## src/rtl/bcd_pkg.sv

```systemverilog
`default_nettype none
// ============================================================================
//  Module      : bcd_pkg
//  Description : Shared constants, state encoding and helper for the serial
//                BCD adder (bcd_serial_adder / bcd_digit_adder).
//  Contents    : BCD_MAX, BCD_ADJ, state_t, nines_comp()
//  Revision    : 1.0  initial release
// ============================================================================
package bcd_pkg;

    // Largest legal decimal digit and the correction added when a digit sum
    // overflows past 9 (skips the six unused 4-bit codes).
    localparam logic [3:0] BCD_MAX = 4'd9;
    localparam logic [3:0] BCD_ADJ = 4'd6;

    typedef enum logic [1:0] {
        IDLE = 2'd0,
        ADD  = 2'd1,
        DONE = 2'd2
    } state_t;

    // Nines-complement of one BCD digit. Legal digits map to legal digits and
    // illegal digits (10..15) wrap to illegal digits (15..10).
    function automatic logic [3:0] nines_comp(input logic [3:0] d);
        return BCD_MAX - d;
    endfunction

endpackage
`default_nettype wire

```

## src/rtl/bcd_digit_adder.sv

```systemverilog
`default_nettype none
// ============================================================================
//  Module      : bcd_digit_adder
//  Description : Combinational single-digit BCD adder with decimal correction.
//  Ports       : a, b    - BCD digits in
//                cin     - carry in
//                digit   - corrected BCD digit out
//                cout    - decimal carry out
//                err     - either input digit is above 9
//  Revision    : 1.0  initial release
// ============================================================================
module bcd_digit_adder
    import bcd_pkg::*;
(
    input  logic [3:0] a,
    input  logic [3:0] b,
    input  logic       cin,
    output logic [3:0] digit,
    output logic       cout,
    output logic       err
);

    logic [4:0] w_sum;

    always_comb begin
        w_sum = {1'b0, a} + {1'b0, b} + {4'b0000, cin};
        digit = w_sum[3:0];
        cout  = 1'b0;
        // Binary sum beyond 9: add 6 so the low nibble wraps into decimal.
        if (w_sum > {1'b0, BCD_MAX}) begin
            digit = w_sum[3:0] + BCD_ADJ;
            cout  = 1'b1;
        end
        err = (a > BCD_MAX) | (b > BCD_MAX);
    end

endmodule
`default_nettype wire

```

## src/rtl/bcd_serial_adder.sv

```systemverilog
`default_nettype none
// ============================================================================
//  Module      : bcd_serial_adder
//  Description : N-digit BCD adder, one digit per clock, LSD first, with a
//                registered digit carry. Valid/ready on both sides; the
//                registered result feeds the BCD-to-FND decoder.
//  Ports       : clk, reset (sync, active-high)
//                A, B, C_in, i_valid, o_ready      - operand side
//                i_sum, carry, o_err, o_valid, i_ready - result side
//                i_sub (only with BCD_SERIAL_ADDER_SUBTRACT_EN) - A - B
//  Options     : `define BCD_SERIAL_ADDER_SUBTRACT_EN adds ten's-complement
//                subtraction (carry = 1 means no borrow).
//  Revision    : 1.0  initial release
// ============================================================================
module bcd_serial_adder
    import bcd_pkg::*;
#(
    parameter int DIGITS = 4
) (
    input  logic                clk,
    input  logic                reset,
    input  logic [4*DIGITS-1:0] A,
    input  logic [4*DIGITS-1:0] B,
    input  logic                C_in,
`ifdef BCD_SERIAL_ADDER_SUBTRACT_EN
    input  logic                i_sub,
`endif
    input  logic                i_valid,
    output logic                o_ready,
    output logic [4*DIGITS-1:0] i_sum,
    output logic                carry,
    output logic                o_err,
    output logic                o_valid,
    input  logic                i_ready
);

    localparam int IDX_W = (DIGITS > 1) ? $clog2(DIGITS) : 1;
    localparam int W     = 4 * DIGITS;
    localparam logic [IDX_W-1:0] LAST_IDX = IDX_W'(DIGITS - 1);

    localparam logic [1:0] S_IDLE = IDLE;
    localparam logic [1:0] S_ADD  = ADD;
    localparam logic [1:0] S_DONE = DONE;

    logic [1:0]       r_state;
    logic [W-1:0]     r_a;
    logic [W-1:0]     r_b;
    logic [W-1:0]     r_res;
    logic [IDX_W-1:0] r_idx;
    logic             r_cy;
    logic             r_err_acc;
`ifdef BCD_SERIAL_ADDER_SUBTRACT_EN
    logic             r_sub;
`endif

    logic [3:0]   w_a_dig;
    logic [3:0]   w_b_raw;
    logic [3:0]   w_b_dig;
    logic [3:0]   w_digit;
    logic         w_cout;
    logic         w_add_err;
    logic         w_err;
    logic [W-1:0] w_res_next;
    logic         w_cin_first;

    // Digit mux: the single adder cell works on digit r_idx of each operand.
    assign w_a_dig = r_a[4*r_idx +: 4];
    assign w_b_raw = r_b[4*r_idx +: 4];

`ifdef BCD_SERIAL_ADDER_SUBTRACT_EN
    assign w_b_dig     = r_sub ? nines_comp(w_b_raw) : w_b_raw;
    // Subtraction is A + nines(B) + 1, so the initial carry is forced.
    assign w_cin_first = i_sub ? 1'b1 : C_in;
`else
    assign w_b_dig     = w_b_raw;
    assign w_cin_first = C_in;
`endif

    bcd_digit_adder u_digit (
        .a     (w_a_dig),
        .b     (w_b_dig),
        .cin   (r_cy),
        .digit (w_digit),
        .cout  (w_cout),
        .err   (w_add_err)
    );

    // The error flag must reflect the original B digit, not its complement.
    assign w_err = w_add_err | (w_b_raw > BCD_MAX);

    always_comb begin
        w_res_next              = r_res;
        w_res_next[4*r_idx +: 4] = w_digit;
    end

    assign o_ready = (r_state == S_IDLE);

    always_ff @(posedge clk) begin
        if (reset) begin
            r_state   <= S_IDLE;
            r_a       <= '0;
            r_b       <= '0;
            r_res     <= '0;
            r_idx     <= '0;
            r_cy      <= 1'b0;
            r_err_acc <= 1'b0;
`ifdef BCD_SERIAL_ADDER_SUBTRACT_EN
            r_sub     <= 1'b0;
`endif
            i_sum     <= '0;
            carry     <= 1'b0;
            o_err     <= 1'b0;
            o_valid   <= 1'b0;
        end else begin
            case (r_state)
                S_IDLE: begin
                    if (i_valid) begin
                        r_a       <= A;
                        r_b       <= B;
                        r_cy      <= w_cin_first;
`ifdef BCD_SERIAL_ADDER_SUBTRACT_EN
                        r_sub     <= i_sub;
`endif
                        r_res     <= '0;
                        r_idx     <= '0;
                        r_err_acc <= 1'b0;
                        r_state   <= S_ADD;
                    end
                end
                S_ADD: begin
                    r_res     <= w_res_next;
                    r_cy      <= w_cout;
                    r_err_acc <= r_err_acc | w_err;
                    if (r_idx == LAST_IDX) begin
                        // Publish the whole word at once so the display
                        // never sees a partially built result.
                        i_sum   <= w_res_next;
                        carry   <= w_cout;
                        o_err   <= r_err_acc | w_err;
                        o_valid <= 1'b1;
                        r_state <= S_DONE;
                    end else begin
                        r_idx <= r_idx + 1'b1;
                    end
                end
                S_DONE: begin
                    if (i_ready) begin
                        o_valid <= 1'b0;
                        r_state <= S_IDLE;
                    end
                end
                default: r_state <= S_IDLE;
            endcase
        end
    end

endmodule
`default_nettype wire

```

## config.mk

```make
export PLATFORM = sky130hd
export DESIGN_NAME = bcd_serial_adder
export DESIGN_NICKNAME = d
export VERILOG_FILES = /design/src/rtl/bcd_pkg.sv /design/src/rtl/bcd_digit_adder.sv /design/src/rtl/bcd_serial_adder.sv
export SDC_FILE = /design/constraint.sdc
export NUM_CORES = 1
export LEC_CHECK = 0
export BUFFER_PORTS_ARGS = -buffer_cell sky130_fd_sc_hd__buf_4
export CORE_MARGIN = 8
export CORE_UTILIZATION = 45
export CTS_BUF_LIST = sky130_fd_sc_hd__clkbuf_8
export CTS_CLUSTER_SIZE = 10
export DETAILED_ROUTE_END_ITERATION = 6
export PLACE_DENSITY = 0.66
export SYNTH_ARGS = -nofsm -noshare
export SYNTH_HDL_FRONTEND = slang
export SYNTH_HIERARCHICAL = 1
export SYNTH_SLANG_ARGS = --single-unit
```

## constraint.sdc

```tcl
create_clock -name clk -period 7.45 [get_ports clk]
set_input_delay 0.3725 -clock clk [delete_from_list [all_inputs] [get_ports clk]]
set_output_delay 0.3725 -clock clk [all_outputs]
set_load 0.005 [all_outputs]
```

==> flow_summary.ini, run 1 <==
[critical_path]
max_stage_delay_ns = 0.84
r2r_slack_ns = 2.96
path_max_fanout = 17
reg2reg_from = r_idx[0]
crit_path_start = r_idx[0]
crit_path_frequent_cell = fa_1
crit_slowest_cell = dfxtp_1
critPathArrivalTime_ns = 4.76
crit_path_start_kind = flip-flop
worstSetupEndpointType = flip-flop
crit_type = flip-flop to flip-flop
setup.worst_path.end = r_res[10]
rr_endpoint = r_res[10]
rr_worst_depth = 12
required_ns = 7.72
path_cells = mux4_2 > fa_1 > fa_1 > xnor2_1 > ha_1 > a31o_1 > o31ai_4 > mux2i_1 > nor2b_1 > a31oi_1 > or2b_1 > a21oi_1

[layout]
num_antenna_cells = 0
fill_cells = 704
final_area_mm2 = 0.004049
fin_nets = 488
syn_to_final_growth_pct = 19.01
postLayoutCoreUtil_pct = 55.53
layout-drive-gt1-share_pct = 19.82
stdcell_count = 543

[sta]
grt_setup_unrepaired = no
setup_ws_ns = 2.961
hold_violations = 0
timing.hold.ws_ns = 0.2668
max-slew-margin-rel_pct = 47.10
period_needed_ns = 4.489
fmax_mhz = 222.8
drv_slew = 0
finalSetupTns_ns = 0
finalSetupViolations = 0
worstMarginPinSlew_ns = 0.7924
clock_skew_ns = 0.009177
period_share_pct = 60.25

[synth]
synth_warnings = 6
ys.flop_type = dfxtp_1
synth_top_area_share_pct = 42.96
synthCells = 395
synthesis.area_mm2 = 0.003402
synthTopCellsByArea = dfxtp_1 (43%), a21oi_1 (8.1%), nand2_1 (7.7%), nor2b_1 (4.0%), a211oi_1 (3.8%)
synth-seq-cells = 73
yosysSeqAreaShare_pct = 42.96
yosys.area.top_type = dfxtp_1
synthArstFlopShare_pct = 0
avgSynthCellArea_um2 = 8.613
ys_types = 39
synth_nets = 444
synth_edf_count = 0

[global_route]
grt_pass1_wl_um = 13150
grt_max_degree = 75
grt_usage_pct = 15.71
antenna_found_initial = 0
grt_overflow_total = 0
grt_pass1_vias = 2826

[die]
rows = 31
initial_core_util_pct = 46.65
pin_count = 57
core_area_mm2 = 0.007292
die_width_um = 103.0
dieArea_mm2 = 0.01060
fp.dieH_um = 103.0

[clock_tree]
cts_root_buf = clkbuf_8
cts_tree = yes
clock_latency_ns = 0.34
cts_setup_buffers = 0
cts_buffers = 9
clock-sinks = 73
clock_path_buffers = 2
hold_buffers = 0
post_cts_resized = 0
cts.htree.levels = 3
clkSlewWorstSetupHoldPaths_ns = 0.08

[run]
cap_violations = 0

[detailed_routing]
met2_length_um = 3646
drt.antenna.violating_nets = 0
num_vias = 2857
met1Wirelength_um = 3669
drc = 0
highest_layer = met4
wire_per_inst_um = 14.42
first_pass_iters = 4
routed_via_density = 5.262
drt_iter0_markers = 98
wirelength_um = 7829
wl_met3_um = 412

[run_status]
status = completed

[power_and_ir_drop]
combPwrFrac_pct = 14.4
swShare_pct = 27.33
powerDensity_mw_per_mm2 = 207.3
clock_power_share_pct = 36.2
irDropWorstVdd_v = 0.0001279
power_leakage_nw = 1.571
p_switching_mw = 0.2294
power.internal_mw = 0.6098
finalPower_mw = 0.8392
p_seq_share_pct = 49.4

[place]
pre_cts_ws_ns = 2.936
place_congestion = 0.8336
dp.cells = 527
portBuffers = 56
dp_hpwl_um = 5339
placed_area_mm2 = 0.003855

[hold_path]
hold_depth = 3
hp-class = input port to flip-flop
-- cell type report --
type	count	area [µm²]	area share [%]
clock inverters	7	70.07	1.731
repair buffers	59	442.9	10.94
multi-input cells	291	1808	44.65
clock buffers	9	123.9	3.059
inverters	5	18.77	0.4635
flip-flops and latches	73	1461	36.09
well taps	99	123.9	3.059
-- Yosys cell counts (all sizes together), types with 2 or more instances --
cell,number
o21ai,3
nand2b,11
or2b,3
nor3b,3
nor2b,22
and2b,2
nand3,14
and3,5
a211oi,17
a22oi,2
buf,15
clkbuf,11
nor2,31
dfxtp,73
a21oi,55
o31ai,2
a31oi,16
inv,5
nand2,70
xnor2,2
o21ba,4
mux4,8
fa,2
mux2i,2
ha,10
-- registers in the layout, summed over array words and instances (netlist names), 2 cells and up --
name and count:
r_b 16, r_idx 2, r_state 2, i_sum 16, r_res 16, r_a 16
-- power groups by stage --
stage	logic, mW	clock network (mW)	registers (mW)
detailed placement	0.121	0	0.424
finish	0.121	0.304	0.414
global placement	0.118	0	0.423
CTS	0.121	0.312	0.415
global route	0.135	0.328	0.417
floorplan	0.0877	0	0.418
-- how the worst min path moves through the flow --
| stage | startpoint | endpoint | slack [ns] |
|---|---|---|---|
| after floorplan | r_b[5] | r_b[5] | 0.43 |
| after global placement | r_a[3] | r_a[3] | 0.44 |
| after detailed placement | r_a[15] | r_a[15] | 0.45 |
| after CTS | A[13] | r_a[13] | 0.25 |
| after global routing | A[14] | r_a[14] | 0.25 |
| final | A[13] | r_a[13] | 0.27 |
-- routing by layer --
metal,global-route usage [%],vias to the layer above
li1,-,1470
met1,19.00,1305
met2,25.86,68
met3,5.537,14
met4,4.116,0
met5,0,-
-- cell families (layout without fill, tap and decap cells) --
family | count (synthesis) | after routing | synth area share (%)
compound gates | 103 | 103 | 18.65
xor+xnor | 2 | 2 | 0.5150
fa+ha+maj | 12 | 12 | 4.855
buf+inv | 31 | 80 | 4.082
flops | 73 | 73 | 42.96
mux | 10 | 10 | 6.216
simple gates | 164 | 164 | 22.73
-- critical path, delay by kind of cell, from the launching register on --
kind | cells | cell delay (ns)
adders and majority gates | 3 | 1.13
and+or+nand+nor | 2 | 0.52
DFF | 1 | 0.84
muxes | 2 | 0.91
AOI/OAI and AO/OA | 4 | 0.84
xor gates and xnor gates | 1 | 0.17
-- placed cells by master (no fill, tap or decap), types with 4 or more instances in the layout --
| cell type | n |
|---|---|
| a211oi_1 | 17 |
| a21oi_1 | 55 |
| a31oi_1 | 16 |
| and3_1 | 5 |
| buf_4 | 59 |
| clkbuf_8 | 9 |
| dfxtp_1 | 73 |
| ha_1 | 10 |
| inv_1 | 5 |
| mux4_2 | 5 |
| nand2_1 | 70 |
| nand2b_1 | 11 |
| nand3_1 | 14 |
| nor2_1 | 30 |
| nor2b_1 | 22 |
| o21ba_2 | 4 |
Note: power is estimated with default switching activity, not from simulation.
==> inputs of run 2 (changes only) <==
--- a/config.mk
+++ b/config.mk
@@ -11,7 +11,7 @@
 export CTS_BUF_LIST = sky130_fd_sc_hd__clkbuf_8
 export CTS_CLUSTER_SIZE = 10
 export DETAILED_ROUTE_END_ITERATION = 6
-export PLACE_DENSITY = 0.66
+export PLACE_DENSITY = 0.69
 export SYNTH_ARGS = -nofsm -noshare
 export SYNTH_HDL_FRONTEND = slang
 export SYNTH_HIERARCHICAL = 1
==> constraint.sdc (replaced) <==
create_clock -name clk -period 3.6 [get_ports clk]
set_input_delay 0.18 -clock clk [delete_from_list [all_inputs] [get_ports clk]]
set_output_delay 0.18 -clock clk [all_outputs]
set_load 0.005 [all_outputs]
==> flow_summary.ini, run 2 (synthesized netlist as in run 1, its figures left out) <==
[global_route]
grt_pass1_wl_um = 13650
antenna_found_initial = 0
grt_overflow_total = 0
grt_usage_pct = 16.37
grt_pass1_vias = 2972
grt_max_degree = 75

[critical_path]
worstSetupEndpointType = flip-flop
crit_path_frequent_cell = fa_2
critPathArrivalTime_ns = 3.86
cp_top_family = adder cells
crit_path_start_kind = flip-flop
critPathBufInv = 1
max_stage_delay_ns = 0.54
path_cells = mux4_2 > fa_2 > fa_2 > inv_2 > ha_4 > a31o_4 > o31ai_4 > mux2i_1 > nor2b_4 > a31oi_2 > or2b_1 > a21oi_2
path_max_fanout = 4
crit_type = flip-flop to flip-flop
required_ns = 3.89
r2r_slack_ns = 0.03
crit_slowest_cell = fa_2

[detailed_routing]
num_vias = 2946
wire_per_inst_um = 14.93
drt.antenna.violating_nets = 0
first_pass_iters = 4
drt_iter0_markers = 126
wirelength_um = 8243
drc = 0
routed_via_density = 5.337

[place]
placed_area_mm2 = 0.003904
dp.cells = 532
place_congestion = 0.7719
pre_cts_ws_ns = -0.05677
dp_hpwl_um = 5660
portBuffers = 56

[die]
fp.dieH_um = 103.0
die_width_um = 103.0
rows = 31
initial_core_util_pct = 46.65
core_area_mm2 = 0.007292
pin_count = 57
dieArea_mm2 = 0.01060

[sta]
grt_setup_unrepaired = yes
max-slew-margin-rel_pct = 33.36
worstMarginPinSlew_ns = 0.9972
setup_ws_ns = 0.03127
finalSetupViolations = 0
hold_violations = 0
period_share_pct = 99.13
clock_skew_ns = 0.01199
fmax_mhz = 280.2
drv_slew = 0
period_needed_ns = 3.569

[hold_path]
hp-class = input port to flip-flop

[layout]
num_antenna_cells = 0
syn_to_final_growth_pct = 24.79
final_common_cell = dfxtp_1
fin_nets = 497
final_area_mm2 = 0.004245
stdcell_count = 552
layout-drive-gt1-share_pct = 24.06
final_cell_mix = dfxtp_1 (72), nand2_1 (70), buf_4 (68)

[clock_tree]
clock_latency_ns = 0.35
cts_tree = yes
cts.htree.levels = 3
clkSlewWorstSetupHoldPaths_ns = 0.08
cts_buffers = 9
cts_root_buf = clkbuf_8
clock_path_buffers = 2
clock-sinks = 73

[power_and_ir_drop]
irDropWorstVdd_v = 0.0002324
powerDensity_mw_per_mm2 = 457.5
power_leakage_nw = 1.650
finalPower_mw = 1.942

[run_status]
status = completed

[run]
cap_violations = 0
==> run 2: cell count changes in the layout (fill, tap and decap cells not counted), sizes merged <==
cell    change
clkbuf      +1
buf         +9
clkinv      -3
bufinv      +2
==> run 2: tightest hold or removal path, cell delays in order <==
cell and delay, ns:
buf_4 0.11, nand2_1 0.04, a21oi_1 0.05
==> run 2: final cells by class <==
| class | instances | area, µm² |
|---|---|---|
| Tap cell | 99 | 123.9 |
| Multi-Input combinational cell | 291 | 1883 |
| Fill cell | 688 | 3047 |
| Sequential cell | 73 | 1465 |
| Inverter | 5 | 18.77 |
| Clock buffer | 10 | 137.6 |
| Timing Repair Buffer | 68 | 510.5 |
| Clock inverter | 6 | 106.4 |
==> run 2: power by group <==
group	switching (mW)	internal, mW	leakage, nW
Combinational	0.166	0.141	0.932
Sequential	0.0185	0.835	0.594
Clock	0.306	0.476	0.124
Total	0.490	1.45	1.65
==> run 2: path summary, 6_finish.rpt <==
path	to	from	cells past startpoint
min	r_a[2]	A[2]	3
max reg2reg	r_res[10]	r_idx[0]	12
max	r_res[10]	r_idx[0]	12
min reg2reg	r_b[15]	r_b[15]	2
==> run 2: layer usage <==
layer / vias up / track usage, % / part of all wire (%)
met1: 1370 / 20.23 / 48
met2: 82 / 25.96 / 45
met5: - / 0 / 0
li1: 1479 / - / -
met4: 0 / 7.453 / 2.2
met3: 15 / 4.456 / 5.3
==> run 2: what timing repair did <==
| action | CTS | global route |
|---|---|---|
| gates cloned | 0 | 0 |
| resized for setup | 9 | 4 |
| hold buffers | 0 | 0 |
| endpoints found under the setup margin | 6 | 15 |
| pin swaps | 4 | 4 |
| buffers inserted | 2 | 2 |
==> run 2: stage by stage <==
step                      utilization (%)  hold slack [ns]  setup TNS (ns)
final                               58.22          0.07179               0
after global routing                58.22          0.05487         -0.2527
after CTS                           57.81          0.06346        -0.01717
after detailed placement            53.53           0.4341         -0.2118
after global placement              53.53           0.4276               0
after floorplan                         -           0.3160               0
==> inputs of run 3 (changes only) <==
--- a/config.mk
+++ b/config.mk
@@ -5,13 +5,14 @@
 export SDC_FILE = /design/constraint.sdc
 export NUM_CORES = 1
 export LEC_CHECK = 0
+export ABC_AREA = 1
 export BUFFER_PORTS_ARGS = -buffer_cell sky130_fd_sc_hd__buf_4
 export CORE_MARGIN = 8
 export CORE_UTILIZATION = 45
 export CTS_BUF_LIST = sky130_fd_sc_hd__clkbuf_8
 export CTS_CLUSTER_SIZE = 10
 export DETAILED_ROUTE_END_ITERATION = 6
-export PLACE_DENSITY = 0.69
+export PLACE_DENSITY = 0.68
 export SYNTH_ARGS = -nofsm -noshare
 export SYNTH_HDL_FRONTEND = slang
 export SYNTH_HIERARCHICAL = 1
==> flow_summary.ini, run 3 <==
[detailed_routing]
wirelength_um = 8193
num_vias = 3148
routed_via_density = 4.858
drt_iter0_markers = 119
wire_per_inst_um = 12.64
drc = 0
drt.antenna.violating_nets = 0
first_pass_iters = 4

[clock_tree]
cts_root_buf = clkbuf_8
clock_path_buffers = 2
cts.htree.levels = 3
clock_latency_ns = 0.35
clock-sinks = 73
cts_tree = yes
post_cts_resized = 0
clkSlewWorstSetupHoldPaths_ns = 0.08
hold_buffers = 0
cts_setup_buffers = 0
cts_buffers = 9

[critical_path]
crit_slowest_cell = fa_1
crit_path_frequent_cell = nand2_1
required_ns = 3.88
crit_type = flip-flop to flip-flop
worstSetupEndpointType = flip-flop
path_max_fanout = 22
critPathArrivalTime_ns = 3.50
r2r_slack_ns = 0.39
crit_path_start_kind = flip-flop
path_cells = buf_4 > o21ai_0 > o22ai_1 > fa_1 > fa_1 > nand2_1 > nand2_2 > ha_1 > a21oi_4 > nand2_4 > nand2_4 > nand2_1 > nand2_1 > nand2_1 > o22ai_1 > nand2_1 > a21oi_2
max_stage_delay_ns = 0.48

[global_route]
grt_usage_pct = 14.78
antenna_found_initial = 0
grt_pass1_vias = 3012
grt_overflow_total = 0
grt_max_degree = 42
grt_pass1_wl_um = 13840

[die]
pin_count = 57
die_width_um = 105.8
core_area_mm2 = 0.007767
dieArea_mm2 = 0.01120
rows = 32
initial_core_util_pct = 46.75
fp.dieH_um = 105.8

[run]
cap_violations = 0

[synth]
synth_warnings = 6
synthesis.area_mm2 = 0.003631
synth_top_area_share_pct = 40.25
synthTopCellsByCount = nor2_1 (81), dfxtp_1 (73), inv_1 (70)
synthArstFlopShare_pct = 0
synth-seq-cells = 73
synthCells = 497
yosysMostFrequentCell = nor2_1
ys.flop_type = dfxtp_1
synth_edf_count = 0
yosys.area.top_type = dfxtp_1
synthTopCellsByArea = dfxtp_1 (40%), nor2_1 (8.4%), inv_1 (7.2%), o21ai_0 (7.0%), nand2_1 (6.4%)
yosysSeqAreaShare_pct = 40.25
avgSynthCellArea_um2 = 7.306
synth_nets = 546
ys_types = 30

[run_status]
status = completed

[power_and_ir_drop]
irDropWorstVdd_v = 0.0002794
powerDensity_mw_per_mm2 = 510.8
power_leakage_nw = 1.914

[sta]
clock_skew_ns = 0.01312
fmax_mhz = 311.1
worstMarginPinSlew_ns = 0.7122
finalSetupViolations = 0
max-slew-margin-rel_pct = 52.47
period_share_pct = 89.28
finalSetupTns_ns = 0
period_needed_ns = 3.214
timing.hold.ws_ns = 0.07871
setup_ws_ns = 0.3859
grt_setup_unrepaired = no
drv_slew = 0
hold_violations = 0

[place]
portBuffers = 56
dp_hpwl_um = 5962
place_congestion = 0.8451
pre_cts_ws_ns = 0.2525

[layout]
layout-drive-gt1-share_pct = 21.79
syn_to_final_growth_pct = 17.16
final_common_cell = nor2_1
num_antenna_cells = 0
final_cell_mix = nor2_1 (81), dfxtp_1 (72), inv_1 (71)
fin_nets = 590

[hold_path]
hp-class = input port to flip-flop
## run 3: worst paths after layout
path | from | endpoint | cells after the start
worst max register to register | r_idx[0] | r_res[14] | 17
worst min-delay path | B[13] | r_b[13] | 3
worst min register to register | r_b[15] | r_b[15] | 2
worst max-delay path | r_idx[0] | r_res[14] | 17
## run 3: cell type report
class                      count  area (µm²)
sequential                    73        1463
timing repair buffer          57       427.9
inverter                      75       286.5
fill                         797        3513
tap                          102       127.6
multi-input combinational    325        1729
clock inverter                 6       82.58
clock buffer                  10       137.6
## run 3: power by group
group	internal [mW]	switching, mW
logic	0.215	0.373
clock network	0.406	0.301
registers	0.851	0.0270
## run 3: through the flow
stage	utilization [%]	area, µm²	total power [mW]	instances
3_3_place_gp	51.92	4033	1.466	632
6_report	54.77	4254	2.173	648
4_1_cts	54.75	4253	2.186	648
5_1_grt	54.77	4254	2.301	648
2_1_floorplan	-	3631	1.360	497
3_5_place_dp	51.92	4033	1.482	632
## run 3: kinds of logic (layout without fill, tap and decap cells)
kind of cell	Yosys count	count (layout)	synth area share, %
flops	73	73	40.25
compound gates	130	130	20.43
fa+ha+maj	12	12	4.549
buf+inv	99	148	12.13
simple gates	183	183	22.64
## run 3: per-layer routing
| metal | GRT usage (%) | part of all wire (%) | vias up | wire length (µm) |
|---|---|---|---|---|
| met5 | 0 | 0 | - | 0 |
| met4 | 4.422 | 1.0 | 0 | 86 |
| met3 | 5.238 | 5.4 | 8 | 442 |
| met2 | 25.38 | 49 | 64 | 3984 |
| met1 | 16.79 | 45 | 1405 | 3680 |
| li1 | - | - | 1671 | - |
## run 3: critical path: cells and delay by family, from the launching register on
family	cells	cell delay (ns)
AOI/OAI and AO/OA	5	0.80
adders and majority gates	3	1.15
buffers and inverters	1	0.21
DFF	1	0.33
and+or+nand+nor	8	0.67
